--- config.mk ---
export PLATFORM = sky130hd
export DESIGN_NAME = baud_gen
export DESIGN_NICKNAME = d
export VERILOG_FILES = /design/src/rtl/baud_gen.sv
export SDC_FILE = /design/constraint.sdc
export NUM_CORES = 1
export LEC_CHECK = 0
export BUFFER_PORTS_ARGS = -buffer_cell sky130_fd_sc_hd__clkbuf_2
export CORE_UTILIZATION = 48
export DETAILED_ROUTE_END_ITERATION = 16
export GPL_TIMING_DRIVEN = 0
export PLACE_DENSITY = 0.66
export SLEW_MARGIN = 20
export SYNTH_ARGS = -nofsm -noshare
export SYNTH_HDL_FRONTEND = slang
export SYNTH_SLANG_ARGS = --single-unit
export TNS_END_PERCENT = 100
--- constraint.sdc ---
create_clock -name clock50 -period 4.2 [get_ports clock50]
set_clock_uncertainty 0.05 [all_clocks]
set_input_delay 0.42 -clock clock50 [delete_from_list [all_inputs] [get_ports clock50]]
set_output_delay 0.42 -clock clock50 [all_outputs]
set_load 0.01 [all_outputs]
--- src/rtl/baud_gen.sv ---
// baud_gen: UART baud-rate generator with programmable divisor.
// The divisor is staged and changed over glitch-free at a TX bit boundary or while disabled.
// The RX counter can be resynchronised to a start-bit edge.
// Optional fractional divisor support is enabled by defining BAUD_FRAC_EN.
module baud_gen #(
  parameter int CLK_HZ       = 50000000,
  parameter int DEFAULT_BAUD = 115200,
  parameter int OVERSAMPLE   = 16,
  parameter int DIV_WIDTH    = 16
) (
  input  logic                 clock50,
  input  logic                 reset_n,
  input  logic                 enable,
  input  logic                 div_load,
  input  logic [DIV_WIDTH-1:0] div_value,
`ifdef BAUD_FRAC_EN
  input  logic [3:0]           div_frac,
`endif
  input  logic                 rx_resync,
  output logic                 rxclk_en,
  output logic                 txclk_en,
  output logic [DIV_WIDTH-1:0] div_active,
  output logic                 load_pending
);

  localparam int DEFAULT_DIV = CLK_HZ / (DEFAULT_BAUD * OVERSAMPLE);
  localparam int OVS_WIDTH   = (OVERSAMPLE > 2) ? $clog2(OVERSAMPLE) : 1;
  localparam logic [DIV_WIDTH-1:0] DEFAULT_DIV_V = DIV_WIDTH'(DEFAULT_DIV);
  localparam logic [OVS_WIDTH-1:0] OVS_LAST      = OVS_WIDTH'(OVERSAMPLE - 1);

  logic [DIV_WIDTH-1:0] rx_cnt_r;
  logic [DIV_WIDTH-1:0] tx_cnt_r;
  logic [OVS_WIDTH-1:0] ovs_cnt_r;
  logic [DIV_WIDTH-1:0] div_active_r;
  logic [DIV_WIDTH-1:0] staged_r;
  logic                 load_pending_r;
  logic                 rxclk_en_r;
  logic                 txclk_en_r;

  logic [DIV_WIDTH-1:0] div_m1_s;
  logic [DIV_WIDTH-1:0] rx_limit_s;
  logic [DIV_WIDTH-1:0] tx_limit_s;
  logic [DIV_WIDTH-1:0] load_val_s;
  logic                 rx_wrap_s;
  logic                 tx_wrap_s;
  logic                 tx_sched_s;
  logic                 apply_s;

`ifdef BAUD_FRAC_EN
  logic [3:0] frac_staged_r;
  logic [3:0] frac_active_r;
  logic [3:0] rx_frac_acc_r;
  logic [3:0] frac_acc_r;
  logic       rx_extra_r;
  logic       tx_extra_r;
`endif

  // Wrap detection, divisor clamp and changeover decision
  always_comb begin
    div_m1_s   = div_active_r - {{(DIV_WIDTH-1){1'b0}}, 1'b1};
`ifdef BAUD_FRAC_EN
    // A fractional carry stretches the following period by one clock
    rx_limit_s = div_m1_s + {{(DIV_WIDTH-1){1'b0}}, rx_extra_r};
    tx_limit_s = div_m1_s + {{(DIV_WIDTH-1){1'b0}}, tx_extra_r};
`else
    rx_limit_s = div_m1_s;
    tx_limit_s = div_m1_s;
`endif
    rx_wrap_s  = (rx_cnt_r == rx_limit_s);
    tx_wrap_s  = (tx_cnt_r == tx_limit_s);
    tx_sched_s = enable & tx_wrap_s & (ovs_cnt_r == OVS_LAST);
    apply_s    = load_pending_r & (~enable | tx_sched_s);
    if (div_value == {DIV_WIDTH{1'b0}}) begin
      load_val_s = {{(DIV_WIDTH-1){1'b0}}, 1'b1};
    end else begin
      load_val_s = div_value;
    end
  end

  // Registered strobes; a resync suppresses the RX strobe of its cycle
  always_ff @(posedge clock50 or negedge reset_n) begin
    if (!reset_n) begin
      rxclk_en_r <= 1'b0;
      txclk_en_r <= 1'b0;
    end else begin
      rxclk_en_r <= enable & rx_wrap_s & ~rx_resync;
      txclk_en_r <= tx_sched_s;
    end
  end

  // RX, TX and oversample counters; a divisor changeover restarts all of them
  always_ff @(posedge clock50 or negedge reset_n) begin
    if (!reset_n) begin
      rx_cnt_r  <= {DIV_WIDTH{1'b0}};
      tx_cnt_r  <= {DIV_WIDTH{1'b0}};
      ovs_cnt_r <= {OVS_WIDTH{1'b0}};
    end else if (apply_s) begin
      rx_cnt_r  <= {DIV_WIDTH{1'b0}};
      tx_cnt_r  <= {DIV_WIDTH{1'b0}};
      ovs_cnt_r <= {OVS_WIDTH{1'b0}};
    end else begin
      if (enable) begin
        if (rx_wrap_s) begin
          rx_cnt_r <= {DIV_WIDTH{1'b0}};
        end else begin
          rx_cnt_r <= rx_cnt_r + {{(DIV_WIDTH-1){1'b0}}, 1'b1};
        end
        if (tx_wrap_s) begin
          tx_cnt_r <= {DIV_WIDTH{1'b0}};
          if (ovs_cnt_r == OVS_LAST) begin
            ovs_cnt_r <= {OVS_WIDTH{1'b0}};
          end else begin
            ovs_cnt_r <= ovs_cnt_r + {{(OVS_WIDTH-1){1'b0}}, 1'b1};
          end
        end else begin
          tx_cnt_r <= tx_cnt_r + {{(DIV_WIDTH-1){1'b0}}, 1'b1};
        end
      end
      // Resync acts even while disabled and only touches the RX phase
      if (rx_resync) begin
        rx_cnt_r <= {DIV_WIDTH{1'b0}};
      end
    end
  end

  // Divisor staging and changeover; a new load in the apply cycle stays pending
  always_ff @(posedge clock50 or negedge reset_n) begin
    if (!reset_n) begin
      div_active_r   <= DEFAULT_DIV_V;
      staged_r       <= DEFAULT_DIV_V;
      load_pending_r <= 1'b0;
    end else begin
      if (apply_s) begin
        div_active_r <= staged_r;
      end
      if (div_load) begin
        staged_r       <= load_val_s;
        load_pending_r <= 1'b1;
      end else if (apply_s) begin
        load_pending_r <= 1'b0;
      end
    end
  end

`ifdef BAUD_FRAC_EN
  // Fractional accumulators, one per divider, restarted on changeover
  always_ff @(posedge clock50 or negedge reset_n) begin
    if (!reset_n) begin
      frac_staged_r <= 4'd0;
      frac_active_r <= 4'd0;
      rx_frac_acc_r <= 4'd0;
      frac_acc_r    <= 4'd0;
      rx_extra_r    <= 1'b0;
      tx_extra_r    <= 1'b0;
    end else begin
      if (div_load) begin
        frac_staged_r <= div_frac;
      end
      if (apply_s) begin
        frac_active_r <= frac_staged_r;
        rx_frac_acc_r <= 4'd0;
        frac_acc_r    <= 4'd0;
        rx_extra_r    <= 1'b0;
        tx_extra_r    <= 1'b0;
      end else if (enable) begin
        if (rx_wrap_s) begin
          {rx_extra_r, rx_frac_acc_r} <= {1'b0, rx_frac_acc_r} + {1'b0, frac_active_r};
        end
        if (tx_wrap_s) begin
          {tx_extra_r, frac_acc_r} <= {1'b0, frac_acc_r} + {1'b0, frac_active_r};
        end
      end
    end
  end
`endif

  assign rxclk_en     = rxclk_en_r;
  assign txclk_en     = txclk_en_r;
  assign div_active   = div_active_r;
  assign load_pending = load_pending_r;

endmodule

==> results.ini <==
[run_status]
status = finished clean

[floorplanning]
dieArea_um2 = 10300
initial_core_util_pct = 50.4
fp.coreArea_um2 = 9420
row_count = 35
die_w_um = 101
io_pins = 40
fp.dieH_um = 101

[yosys]
synth_cells = 502
synth_area_leaders = dfrtp_1 33%, mux2_2 7.8%, dfstp_2 4.4%
avgSynthCellArea_um2 = 9.45
ys_seq_elements = 71
ys_types = 66
synth-seq-area-share_pct = 37.7
yosysTopAreaCellShare_pct = 33.2
async_reset_ff_share_pct = 100
synthesis.nets = 527
syn_area_um2 = 4740
synth_enable_flop_cells = 0
synthTopCellsByCount = 63 x dfrtp_1, 48 x nand2_1, 33 x mux2_2
synth_warnings = 0
synth-main-ff-cell = dfrtp_1
post-synth-top-count-cell = dfrtp_1
yosys.area.top_type = dfrtp_1

[final_layout]
syn_to_final_growth_pct = 12.3
fillers = 854
nNetsFinal = 578
design_area_um2 = 5330
diodes = 0
drive_gt1_share_pct = 21.0

[drt]
drc = 0
viasPerCell = 6.11
drt_wl_total_um = 12300
first_pass_iters = 5
drt_iter0_drc = 338
routedWlPerCell_um = 18.0
vias = 4198
ant_nets = 0

[grt]
antenna_found_initial = 0
grt_pass1_vias = 4083
overflow = 0
grt_usage_pct = 26.1
grt_max_degree = 52
grt_pass1_wl_um = 20500

[setup_path]
crit_path_max_fanout = 10
r2r.worst_path.cells = 11
required_ns = 4.44
slowest_stage = a2111oi_0
critPathBufInv = 3
endpoint_kind = flip-flop
cp_num_cells = 11
worstPathCellList = buf_2, inv_1, ha_1, or3b_2, clkbuf_2, o311ai_2, o2111ai_1, a2111oi_0, nand3_1, a2111oi_0, a311o_1
slowest_delay_ns = 0.92
path_delay_family = compound AO/OA/AOI/OAI gates
crit_top_cell = a2111oi_0
start_kind = flip-flop
crit_arrival_ns = 4.24
worstSetupPathType = flip-flop to flip-flop

[hold_path]
hp-class = primary input to flip-flop
min_path_cells = 2

[power_and_ir_drop]
swShare_pct = 34.7
pwr-share-comb_pct = 27.5
switching_power_mw = 0.633
power.share.clock_pct = 27.7
p_int_mw = 1.19
ir_worst_vdd_uv = 259
seq_power_share_pct = 44.8
power.leakage_nw = 2.17
power.density_nw_per_um2 = 343

[clock_tree]
cts_buffer_depth = 2
clk_pin_slew_worst_paths_ns = 0.09
htree_num_levels = 3
cts_tree = yes
clk_latency_ns = 0.35
numCtsBuffers = 9
post-cts-setup-buffer-count = 0
cts_sinks = 71
root_buffer = clkbuf_8

[sta]
max_freq_ghz = 0.250
hold_viol = 0
holdWs_ns = 0.266
worstMarginPinSlew_ns = 1.01
fin_crit_sh_pct = 95.2
maxSlewHeadroom_pct = 31.0
finalMaxSlewViolations = 0
setup_viol = 0
fin_crit_ns = 4.00
rsz0062_at_grt = false

[placement]
io_buffers = 38
gp_congestion = 0.908
dp_hpwl_um = 9230
dpl_cell_area_um2 = 5130

[flow_run]
cap_violations = 0

placed cells by master (no fill, tap or decap), drive strengths merged, types with 7 or more instances in the layout:
cell type / Yosys / final
nand4: 10 / 10
nor3: 15 / 15
xnor3: 7 / 7
buf: 10 / 11
xor2: 12 / 12
and3: 11 / 11
or3: 8 / 8
inv: 12 / 14
a31oi: 8 / 8
mux2i: 9 / 9
a21o: 8 / 8
or4: 8 / 8
nor4: 24 / 24
dfrtp: 63 / 63
a21oi: 8 / 8
clkbuf: 30 / 78
nor2: 21 / 21
mux2: 33 / 33
dfstp: 8 / 8
nand2: 48 / 48
xnor2: 18 / 18
o41ai: 8 / 8
nand3: 27 / 27
o21ai: 13 / 13
state kept, by name (all words and copies together), names as in the netlist:
name / cells
staged_r: 16
rxclk_en: 1
load_pending: 1
ovs_cnt_r: 4
div_active: 16
rx_cnt_r: 16
txclk_en: 1
tx_cnt_r: 16
layout make-up:
type,instances,area (µm²),area share (%)
sequential,71,1790,33.5
multi-input combinational,379,2770,52.0
inverter,12,45.0,0.845
clock inverter,6,45.0,0.845
timing repair buffer,40,230,4.32
buffer,40,163,3.05
tap,129,161,3.03
clock buffer,10,128,2.40
power by group through the flow:
stage | clock network [mW] | registers [mW] | logic, mW
after detailed placement | 0 | 0.832 | 0.493
after floorplan | 0 | 0.819 | 0.339
after CTS | 0.516 | 0.819 | 0.495
final | 0.505 | 0.818 | 0.502
after global placement | 0 | 0.831 | 0.477
after global routing | 0.544 | 0.828 | 0.550
stage by stage:
step                      setup TNS, ns  std cells  total power, mW  utilization [%]  worst slack (ns)
after global placement           -0.163        669             1.31             54.1           -0.0348
after detailed placement         -0.293        670             1.32             54.4           -0.0450
final                                 0        687             1.82             56.6             0.203
after floorplan                       0        502             1.16                -             0.550
after global routing                  0        687             1.92             56.6            0.0340
after CTS                       -0.0284        687             1.83             56.4          -0.00673
layer usage:
layer	global-route usage, %	share of wire, %	up-vias
met2	42.2	46	161
li1	-	-	1989
met3	4.28	6.6	17
met1	36.0	46	2031
met5	0	0	-
met4	7.92	1.4	0
worst paths after layout:
path	endpoint	startpoint	slack [ns]
worst max-delay path	ovs_cnt_r[1]	div_active[0]	0.20
worst min-delay path	staged_r[15]	div_value[15]	0.27
worst max register to register	ovs_cnt_r[1]	div_active[0]	0.20
worst min register to register	staged_r[0]	staged_r[0]	0.45
max in group asynchronous	div_active[4]	reset_n	3.01
min in group asynchronous	div_active[12]	reset_n	0.47
kinds of logic (layout without fill, tap and decap cells):
group                    after synthesis  count (layout)  synth area share, %
AO/OA/AOI/OAI                         90              90                 14.2
AND/OR/NAND/NOR                      205             205                 23.8
multiplexers                          42              42                 9.73
adder cells (fa/ha/maj)                4               4                 1.05
XOR/XNOR                              38              38                 9.36
buffers and inverters                 52             108                 4.27
flip-flops                            71              71                 37.7
repair_timing:
| action | 4_1_cts | 5_1_grt |
|---|---|---|
| endpoints found under the hold margin | 20 | 0 |
| hold buffers | 1 | 0 |
| resized for setup | 3 | 5 |
| setup endpoints to repair | 16 | 49 |
Power figures use the tool's default switching activity.
